[src/rtl/rgb_frame_streamer_if.sv]
// Pixel stream interface for rgb_frame_streamer.
// Carries one RGB pixel per valid/ready handshake, plus frame/line markers.
//   px_valid  source -> sink  pixel available
//   px_ready  sink -> source  sink accepts pixel
//   px_r/g/b  source -> sink  colour channels, CW bits each
//   px_sof    source -> sink  first pixel of frame
//   px_eol    source -> sink  last pixel of a line
//   px_eof    source -> sink  last pixel of frame
interface rgb_frame_streamer_if #(
  parameter int CW = 8
) ();
  logic          px_valid;
  logic          px_ready;
  logic [CW-1:0] px_r;
  logic [CW-1:0] px_g;
  logic [CW-1:0] px_b;
  logic          px_sof;
  logic          px_eol;
  logic          px_eof;

  modport master (
    output px_valid, px_r, px_g, px_b, px_sof, px_eol, px_eof,
    input  px_ready
  );

  modport slave (
    input  px_valid, px_r, px_g, px_b, px_sof, px_eol, px_eof,
    output px_ready
  );
endinterface

[src/rtl/rgb_frame_streamer.sv]
// Frame source: reads a width x height RGB frame from a pixel memory with
// one-cycle read latency and emits it in raster order on a valid/ready stream.
//   clk, rst        clock, synchronous active-high reset
//   start           one-cycle frame request, ignored while busy
//   width, height   frame size, sampled when start is accepted
//   busy, done      frame in progress / one-cycle completion pulse
//   mem_rd          memory read strobe
//   mem_addr        linear pixel address y*width+x
//   mem_data        {R,G,B}, valid the cycle after mem_rd
//   px              pixel stream (master side)
module rgb_frame_streamer #(
  parameter int XW = 11,
  parameter int YW = 11,
  parameter int CW = 8
) (
  input  logic                 clk,
  input  logic                 rst,
  input  logic                 start,
  input  logic [XW-1:0]        width,
  input  logic [YW-1:0]        height,
  output logic                 busy,
  output logic                 done,
  output logic                 mem_rd,
  output logic [XW+YW-1:0]     mem_addr,
  input  logic [3*CW-1:0]      mem_data,
  rgb_frame_streamer_if.master px
);

  localparam int AW = XW + YW;
  localparam int EW = 3 * CW + 3;

  typedef enum logic [1:0] {
    IDLE  = 2'd0,
    RUN   = 2'd1,
    DRAIN = 2'd2
  } state_e;

  state_e          state_q, state_d;
  logic [XW-1:0]   width_q, x_q;
  logic [YW-1:0]   height_q, y_q;
  logic [AW-1:0]   addr_q;
  logic            inflight_q;
  logic [2:0]      meta_q;        // {sof,eol,eof} of the read in flight
  logic [EW-1:0]   fifo_q [2];
  logic            wr_q, rd_q;
  logic [1:0]      count_q;
  logic            done_q, done_d;

  logic            x_last, y_last;
  logic            push, pop;
  logic [EW-1:0]   head;
  logic [2:0]      occ;

  assign head         = fifo_q[rd_q];
  assign px.px_valid  = (count_q != 2'd0);
  assign {px.px_r, px.px_g, px.px_b, px.px_sof, px.px_eol, px.px_eof} = head;

  assign pop    = px.px_valid & px.px_ready;
  assign push   = inflight_q;
  assign x_last = (x_q == width_q - XW'(1));
  assign y_last = (y_q == height_q - YW'(1));
  // Occupancy the FIFO will see once the in-flight read lands, net of this cycle's pop.
  assign occ    = 3'(count_q) + 3'(inflight_q) - 3'(pop);

  assign busy     = (state_q != IDLE);
  assign done     = done_q;
  assign mem_addr = addr_q;

  always_ff @(posedge clk) begin
    if (rst) begin
      state_q <= IDLE;
      done_q  <= 1'b0;
    end else begin
      state_q <= state_d;
      done_q  <= done_d;
    end
  end

  always_comb begin
    state_d = state_q;
    mem_rd  = 1'b0;
    done_d  = 1'b0;
    case (state_q)
      IDLE: begin
        if (start) begin
          if (width != '0 && height != '0) begin
            state_d = RUN;
          end else begin
            done_d = 1'b1;
          end
        end
      end
      RUN: begin
        mem_rd = (occ < 3'd2);
        if (mem_rd && x_last && y_last) begin
          state_d = DRAIN;
        end
      end
      DRAIN: begin
        if (pop && head[0]) begin
          state_d = IDLE;
          done_d  = 1'b1;
        end
      end
      default: state_d = IDLE;
    endcase
  end

  always_ff @(posedge clk) begin
    if (rst) begin
      width_q    <= '0;
      height_q   <= '0;
      x_q        <= '0;
      y_q        <= '0;
      addr_q     <= '0;
      inflight_q <= 1'b0;
      meta_q     <= '0;
      wr_q       <= 1'b0;
      rd_q       <= 1'b0;
      count_q    <= '0;
      for (int unsigned i = 0; i < 2; i++) begin
        fifo_q[i] <= '0;
      end
    end else begin
      if (state_q == IDLE && start) begin
        width_q  <= width;
        height_q <= height;
        x_q      <= '0;
        y_q      <= '0;
        addr_q   <= '0;
      end else if (mem_rd) begin
        addr_q <= addr_q + AW'(1);
        meta_q <= {(x_q == '0) && (y_q == '0), x_last, x_last && y_last};
        if (x_last) begin
          x_q <= '0;
          y_q <= y_q + YW'(1);
        end else begin
          x_q <= x_q + XW'(1);
        end
      end

      inflight_q <= mem_rd;

      if (push) begin
        fifo_q[wr_q] <= {mem_data, meta_q};
        wr_q         <= ~wr_q;
      end
      if (pop) begin
        rd_q <= ~rd_q;
      end

      case ({push, pop})
        2'b10:   count_q <= count_q + 2'd1;
        2'b01:   count_q <= count_q - 2'd1;
        default: count_q <= count_q;
      endcase
    end
  end

endmodule
[src/flat_wrapper.sv]
// flat-port wrapper written by rule: the top's interface ports become plain ports
module rgb_frame_streamer_flat 
#(
  parameter int XW = 11,
  parameter int YW = 11,
  parameter int CW = 8
)
  (clk, rst, start, width, height, busy, done, mem_rd, mem_addr, mem_data, px_px_valid, px_px_r, px_px_g, px_px_b, px_px_sof, px_px_eol, px_px_eof, px_px_ready);
  rgb_frame_streamer_if #(.CW(CW)) px_i ();
  input  logic clk;
  input  logic rst;
  input  logic start;
  input  logic [XW-1:0] width;
  input  logic [YW-1:0] height;
  output logic busy;
  output logic done;
  output logic mem_rd;
  output logic [XW+YW-1:0] mem_addr;
  input  logic [3*CW-1:0] mem_data;
  output wire logic [$bits(px_i.px_valid)-1:0] px_px_valid;
  output wire logic [$bits(px_i.px_r)-1:0] px_px_r;
  output wire logic [$bits(px_i.px_g)-1:0] px_px_g;
  output wire logic [$bits(px_i.px_b)-1:0] px_px_b;
  output wire logic [$bits(px_i.px_sof)-1:0] px_px_sof;
  output wire logic [$bits(px_i.px_eol)-1:0] px_px_eol;
  output wire logic [$bits(px_i.px_eof)-1:0] px_px_eof;
  input wire logic [$bits(px_i.px_ready)-1:0] px_px_ready;
  assign px_px_valid = px_i.px_valid;
  assign px_px_r = px_i.px_r;
  assign px_px_g = px_i.px_g;
  assign px_px_b = px_i.px_b;
  assign px_px_sof = px_i.px_sof;
  assign px_px_eol = px_i.px_eol;
  assign px_px_eof = px_i.px_eof;
  assign px_i.px_ready = px_px_ready;
  rgb_frame_streamer #(.XW(XW), .YW(YW), .CW(CW)) u_core (.clk(clk), .rst(rst), .start(start), .width(width), .height(height), .busy(busy), .done(done), .mem_rd(mem_rd), .mem_addr(mem_addr), .mem_data(mem_data), .px(px_i));
endmodule
[config.mk]
export PLATFORM = sky130hd
export DESIGN_NAME = rgb_frame_streamer_flat
export DESIGN_NICKNAME = d
export VERILOG_FILES = /design/src/rtl/rgb_frame_streamer_if.sv /design/src/rtl/rgb_frame_streamer.sv /design/src/flat_wrapper.sv
export SDC_FILE = /design/constraint.sdc
export NUM_CORES = 1
export LEC_CHECK = 0
export ABC_AREA = 1
export CAP_MARGIN = 0
export CORE_UTILIZATION = 50
export DETAILED_ROUTE_END_ITERATION = 7
export PLACE_DENSITY = 0.74
export SKIP_CTS_REPAIR_TIMING = 1
export SLEW_MARGIN = 20
export SYNTH_ARGS = -nofsm -noshare
export SYNTH_HDL_FRONTEND = slang
export SYNTH_SLANG_ARGS = --single-unit
export TNS_END_PERCENT = 5
[constraint.sdc]
create_clock -name clk -period 3.4 [get_ports clk]
set_clock_uncertainty 0.15 [all_clocks]
set_input_delay 0.34 -clock clk [delete_from_list [all_inputs] [get_ports clk]]
set_output_delay 0.34 -clock clk [all_outputs]
set_load 0.01 [all_outputs]
==> results of run 1 <==
[layout make-up]
cell class	count	area, um^2
Multi-Input combinational cell	609	3290
Timing Repair Buffer	119	1150
Tap cell	176	220
Fill cell	1192	4620
Clock inverter	7	50.0
Clock buffer	25	498
Inverter	116	435
Sequential cell	132	3180
[layout by cell type, fill, tap and decap left out, drive strengths merged, types with 25 or more instances in the layout]
cell type and count:
mux2 27, nor3 29, nand4 26, o21ai 43
nand2 161, clkdlybuf4s50 101, a21oi 47, xor2 28
nor2 153, edfxtp 54, inv 116, clkbuf 25
nand3 59, dfxtp 78
[stage by stage]
stage	setup WS [ps]	setup TNS [ps]	util	power [uW]	area [um^2]
floorplan	481	0	-	2570	7000
global placement	73.5	0	0.613	2990	8250
detailed placement	86.3	0	0.613	3010	8250
CTS	-162	-162	0.654	4690	8800
global route	-7.24	-7.24	0.656	4910	8830
finish	215	0	0.656	4700	8830
[cell families after synthesis]
logic type	count (synthesis)	synth area share
mux	27	0.0434
compound gates	97	0.0716
flops	132	0.454
xor+xnor	34	0.0436
fa+ha+maj	10	0.0189
simple gates	441	0.292
buf+inv	140	0.0761
[worst register-to-register path, delay by kind of cell (launching register included)]
family,cells,cell delay (ps)
flip-flops,1,340
AND/OR/NAND/NOR,10,1230
AO/OA/AOI/OAI,2,190
adder cells (fa/ha/maj),2,740
buffers and inverters,4,450
[registers in the layout, summed over array words and instances (netlist names), named ones only]
name and cells:
u_core.width_q 11, u_core.done 1, u_core.meta_q 3, u_core.count_q 2
u_core.x_q 11, u_core.state_q 2, u_core.mem_addr 22, u_core.height_q 11
u_core.wr_q 1, u_core.y_q 11, u_core.inflight_q 1, u_core.rd_q 1
u_core.fifo_q 54
[power by group through the flow]
stage	Clock (uW)	Sequential [uW]	Combinational, uW
CTS	1700	1840	1150
finish	1680	1840	1180
global route	1770	1850	1290
detailed placement	0	1870	1140
floorplan	0	1840	723
global placement	0	1860	1130
[per-layer routing]
metal | share of wire | GRT usage | up-vias
li1 | - | - | 3120
met1 | 0.48 | 0.300 | 2768
met2 | 0.47 | 0.388 | 117
met3 | 0.037 | 0.0458 | 23
met4 | 0.016 | 0.0818 | 0
met5 | 0 | 0 | -
[worst paths after layout]
path	to	slack [ps]	depth (start not counted)
setup / recovery	u_core.mem_addr[15]$_SDFFE_PP0P_	210	18
hold reg to reg	register	330	1
hold / removal	register	330	1
setup reg to reg	u_core.mem_addr[15]$_SDFFE_PP0P_	210	18
==> metrics, run 1 <==
outcome=complete, no violations; leading cell types by total area after synthesis=edfxtp_1 (23%), dfxtp_1 (22%), nand2_1 (8.5%), nor2_1 (7.3%), inv_1 (5.6%); Unique masters post-synth=43; switching part of the total power=0.294; routed vias/inst=5.09; Hold Violations, Final=0; DPL Wire Length=11500 um; Power per Cell Area=532 nW/um^2; Worst setup EP type=register; number of detailed-route iterations in the first pass=5; die area=14500 um^2; final worst path period share=0.937; switching component of the power=1380 uW; synth cell count leaders=nand2_1 (158), nor2_1 (137), inv_1 (105); part of the power in combinational logic=0.250; leakage power figure=0.00362 uW; proportion of power drawn by flip-flops and latches=0.391; synthesized area per cell=7.95 um^2; unrepaired setup endpoints after global routing=true; DRC=0; count of warnings emitted by yosys=0; maximum ir drop on the vdd rail=0.000417 V; count of mapped cells out of synthesis=881; Post-Layout Cell Count=1184; area of the placeable core=13500 um^2; initial antenna violation count=0; total of flip-flops plus latches after synthesis=132; critical path's top delay family=simple AND/OR/NAND/NOR gates; critical-path cell with the highest stage delay=fa_1; net count after synthesis=941; sequential fraction of the synthesis area=0.454; grt ovf=0; fraction of layout cells with a size suffix above 1=0.113; clock period minus worst slack=3190 ps; first-pass GRT wire length=26700 um; required time reported for the critical path endpoint=3570 ps; Clock Root Buffer=clkbuf_16; initial cell density of the core=0.521; share of the synthesized area in the top cell type=0.232; gr usage total=0.233; buffer levels on the longest clock path=2; startpoint of the worst hold path=u_core.rd_q$_SDFFE_PP0P_; kind of start point of the critical path=register; TritonCTS buffer count=17; clock-pin slew of the registers on the worst-case setup and hold paths=60 ps; site row count=42; number of ports placed on the die boundary=103; routed via count=6028; Clock power frac=0.359; fin nets=1055; wire length per cell=13.5 um; ordered list of cells on the worst path=inv_2 -> nand2_1 -> nand2_1 -> inv_1 -> ha_1 -> nor2_2 -> fa_1 -> inv_1 -> nand3_4 -> nor2_8 -> buf_4 -> nand3_1 -> nor2_2 -> nand3_1 -> nor2_2 -> nand2_1 -> o21ai_1 -> a21oi_1; measured slew at the worst slew-check pin=515 ps; maximum number of pins on one net before global-route repair=29; maximum fanout count along the critical path=8; Placed Cells=1149; count of final max-slew check failures=0; critical register-to-register path startpoint=u_core.count_q[1]$_SDFFE_PP0N_; initial drt markers=350; DIE HEIGHT=120 um; Arrival @ worst endpoint=3350 ps; headroom to the max-slew limit=0.656; async set-or-reset flop fraction in the synthesized netlist=0; Layout area overhead=26.0%; Setup-failing EPs final=0; count leader, synth=nand2_1; Main synth FF type=dfxtp_1; critical path class=reg2reg; number of H-tree levels=4; total inserted antenna cells=0; clock sink count=132; hold crit path type=reg2reg; longest individual stage delay on the worst path=430 ps; TritonCTS clock tree=built; FMAX=0.314 GHz; vias in the first global route=5754; first element of the critical path=u_core.count_q[1]$_SDFFE_PP0N_; final hold slack=325 ps; total standard cell area after synthesis=7000 um^2; number of enable-type register cells in the synthesized netlist=54; chip width=120 um; sum of buffers and inverters on the critical path=4; Int Pwr=3310 uW; number of max-capacitance violations reported=0; insertion delay of the later-clocked pin in the worst-skew pair=420 ps; number of buffer cells added on primary ports=102; count of nets left with antenna violations after detail routing=0; routability-driven placement congestion ratio=0.869; overall routed net length=16000 um; cell type contributing the most total cell area after synthesis=edfxtp_1
(Power assumes the default switching activity.)
==> inputs of run 2 (changes only) <==
--- a/config.mk
+++ b/config.mk
@@ -7,6 +7,7 @@
 export LEC_CHECK = 0
 export ABC_AREA = 1
 export CAP_MARGIN = 0
+export CORE_ASPECT_RATIO = 2
 export CORE_UTILIZATION = 50
 export DETAILED_ROUTE_END_ITERATION = 7
 export PLACE_DENSITY = 0.74
==> constraint.sdc (replaced) <==
create_clock -name clk -period 3.4 [get_ports clk]
set_clock_uncertainty 0.15 [all_clocks]
set_input_delay 0.85 -clock clk [delete_from_list [all_inputs] [get_ports clk]]
set_output_delay 0.85 -clock clk [all_outputs]
set_load 0.01 [all_outputs]
==> metrics, run 2 (synthesized netlist as in run 1, its figures left out) <==
critical path class=reg2out; required time reported for the critical path endpoint=2400 ps (-1170 ps); Finished Core Util=0.668 (+0.0117); number of max-capacitance violations reported=0 (unchanged); overall routed net length=18300 um (+14%); critical-path cell with the highest stage delay=fa_2; outcome=complete, no violations; count of final max-slew check failures=0 (unchanged); slack of the worst reg-to-reg path=240 ps (+30 ps); DPL Wire Length=13000 um (+13%); count of nets left with antenna violations after detail routing=0 (unchanged); number of detailed-route iterations in the first pass=5 (unchanged); vias in the first global route=6298 (+9.5%); part of the power in combinational logic=0.251 (about the same); Arrival @ worst endpoint=2340 ps (-1010 ps); Hold Violations, Final=0 (unchanged); DIE HEIGHT=169 um (+41%); longest individual stage delay on the worst path=460 ps (+30 ps); number of buffer cells added on primary ports=102 (unchanged); first-pass GRT wire length=28800 um (+8.1%); ordered list of cells on the worst path=inv_1 -> nand2_1 -> nand2_1 -> inv_2 -> ha_4 -> nor2_4 -> fa_2 -> inv_2 -> nand3_4 -> nor2_8 -> buf_6; Clock power frac=0.388 (+0.029); clock-pin slew of the registers on the worst-case setup and hold paths=60 ps (about the same); hold crit path type=reg2reg; maximum number of pins on one net before global-route repair=39 (+34%); number of ports placed on the die boundary=103 (unchanged); routed via count=6357 (+5.5%); wire length per cell=15.1 um (+12%); FMAX=0.300 GHz (-4.5%); chip width=85.7 um (-29%); Post-Route Setup TNS=0 ps (unchanged); TritonCTS clock tree=built; critical path's top delay family=adder cells; Layout area overhead=29.6%; leakage power figure=0.00373 uW (+3.1%); fraction of layout cells with a size suffix above 1=0.141 (+0.0275); initial antenna violation count=0 (unchanged); metal2 WL=10200 um (+36%); final worst path period share=0.981 (+0.0442); Int Pwr=3510 uW (+5.9%); buffer levels on the longest clock path=2 (unchanged); switching part of the total power=0.305 (+0.0108); kind of start point of the critical path=register; gr usage total=0.254 (+0.0216); proportion of power drawn by flip-flops and latches=0.362 (-0.029); maximum ir drop on the vdd rail=0.000425 V (+1.8%); insertion delay of the later-clocked pin in the worst-skew pair=420 ps (about the same); area of the placeable core=13600 um^2 (+1.0%); grt ovf=0 (unchanged); headroom to the max-slew limit=0.682 (+0.0256); measured slew at the worst slew-check pin=473 ps (-42.2 ps); commonest non-fill, non-tap cells in the layout=nand2_1 (157), nor2_1 (136), inv_1 (102); Routed met1 length=6580 um (-13%); routability-driven placement congestion ratio=0.965 (+11%); max reg flops=54 (unchanged); Power per Cell Area=556 nW/um^2 (+4.6%); die area=14500 um^2 (+0.20%); Final Power=5050 uW (+7.5%); clock period minus worst slack=3340 ps (+150 ps); most common cell after layout, fill and taps aside=nand2_1; sum of buffers and inverters on the critical path=4 (unchanged); site row count=60 (+43%); number of H-tree levels=4 (unchanged); Setup-failing EPs final=0 (unchanged); maximum fanout count along the critical path=4 (-4); initial drt markers=344 (-1.7%); Clock Root Buffer=clkbuf_16; DRC=0 (unchanged); clock sink count=132 (unchanged); switching component of the power=1540 uW (+11%); top metal layer carrying routed signals=met4; Worst setup EP type=primary output; initial cell density of the core=0.515 (-0.00518); total inserted antenna cells=0 (unchanged); routed vias/inst=5.25 (+3.2%); Post-Layout Cell Count=1210 (+2.2%); TritonCTS buffer count=17 (unchanged); fin nets=1071 (+1.5%); met3 routed WL=822 um (+40%); register name with the most flops=u_core.fifo_q; Placed Cells=1175 (+2.3%)
run 2: power by group through the flow:
stage / Sequential (uW) / Combinational (uW) / Clock [uW]
after global placement: 1850 / 1170 / 0
after floorplan: 1840 / 740 / 0
final: 1830 / 1270 / 1960
after detailed placement: 1850 / 1180 / 0
after global routing: 1840 / 1370 / 2030
after CTS: 1820 / 1190 / 1970
run 2: worst reg2reg max path: stages, from the launching register on:
cell and delay [ps]:
dfxtp_2 340, inv_1 120, nand2_1 110, nand2_1 100, inv_2 60, ha_4 280, nor2_4 40, fa_2 460
inv_2 90, nand3_4 90, nor2_8 120, buf_6 260, nand2_1 130, nor3_2 180, nand4_1 140, xor2_1 190
clkinv_1 100, nand2_1 70, inv_1 40
run 2: per-stage QoR:
step / worst slack (ps) / cell area, um^2 / hold slack [ps]
after floorplan: 0.591 / 7010 / 276
after global placement: -701 / 8390 / 299
after detailed placement: -719 / 8390 / 308
after CTS: -748 / 9010 / 318
after global routing: -6.18 / 9080 / 337
final: 64.5 / 9080 / 315
run 2: metal layers:
metal / up-vias / GRT usage
met3: 56 / 0.0375
met2: 202 / 0.508
met1: 2949 / 0.243
li1: 3150 / -
met5: - / 0
met4: 0 / 0.125
run 2: layout make-up:
cell class / count / area, um^2
sequential: 132 / 3180
timing repair buffer: 135 / 1280
multi-input combinational: 609 / 3330
fill: 1116 / 4510
clock inverter: 14 / 189
tap: 186 / 233
clock buffer: 18 / 429
inverter: 116 / 435
run 2: path summary, 6_finish.rpt:
path                                       start                            end  depth (start not counted)
setup reg to reg  u_core.count_q[0]$_SDFFE_PP0N_     u_core.x_q[9]$_SDFFE_PP0P_                         18
hold / removal     u_core.meta_q[1]$_SDFFE_PP0P_  u_core.meta_q[1]$_SDFFE_PP0P_                          2
hold reg to reg    u_core.meta_q[1]$_SDFFE_PP0P_  u_core.meta_q[1]$_SDFFE_PP0P_                          2
setup / recovery  u_core.count_q[0]$_SDFFE_PP0N_                         mem_rd                         11
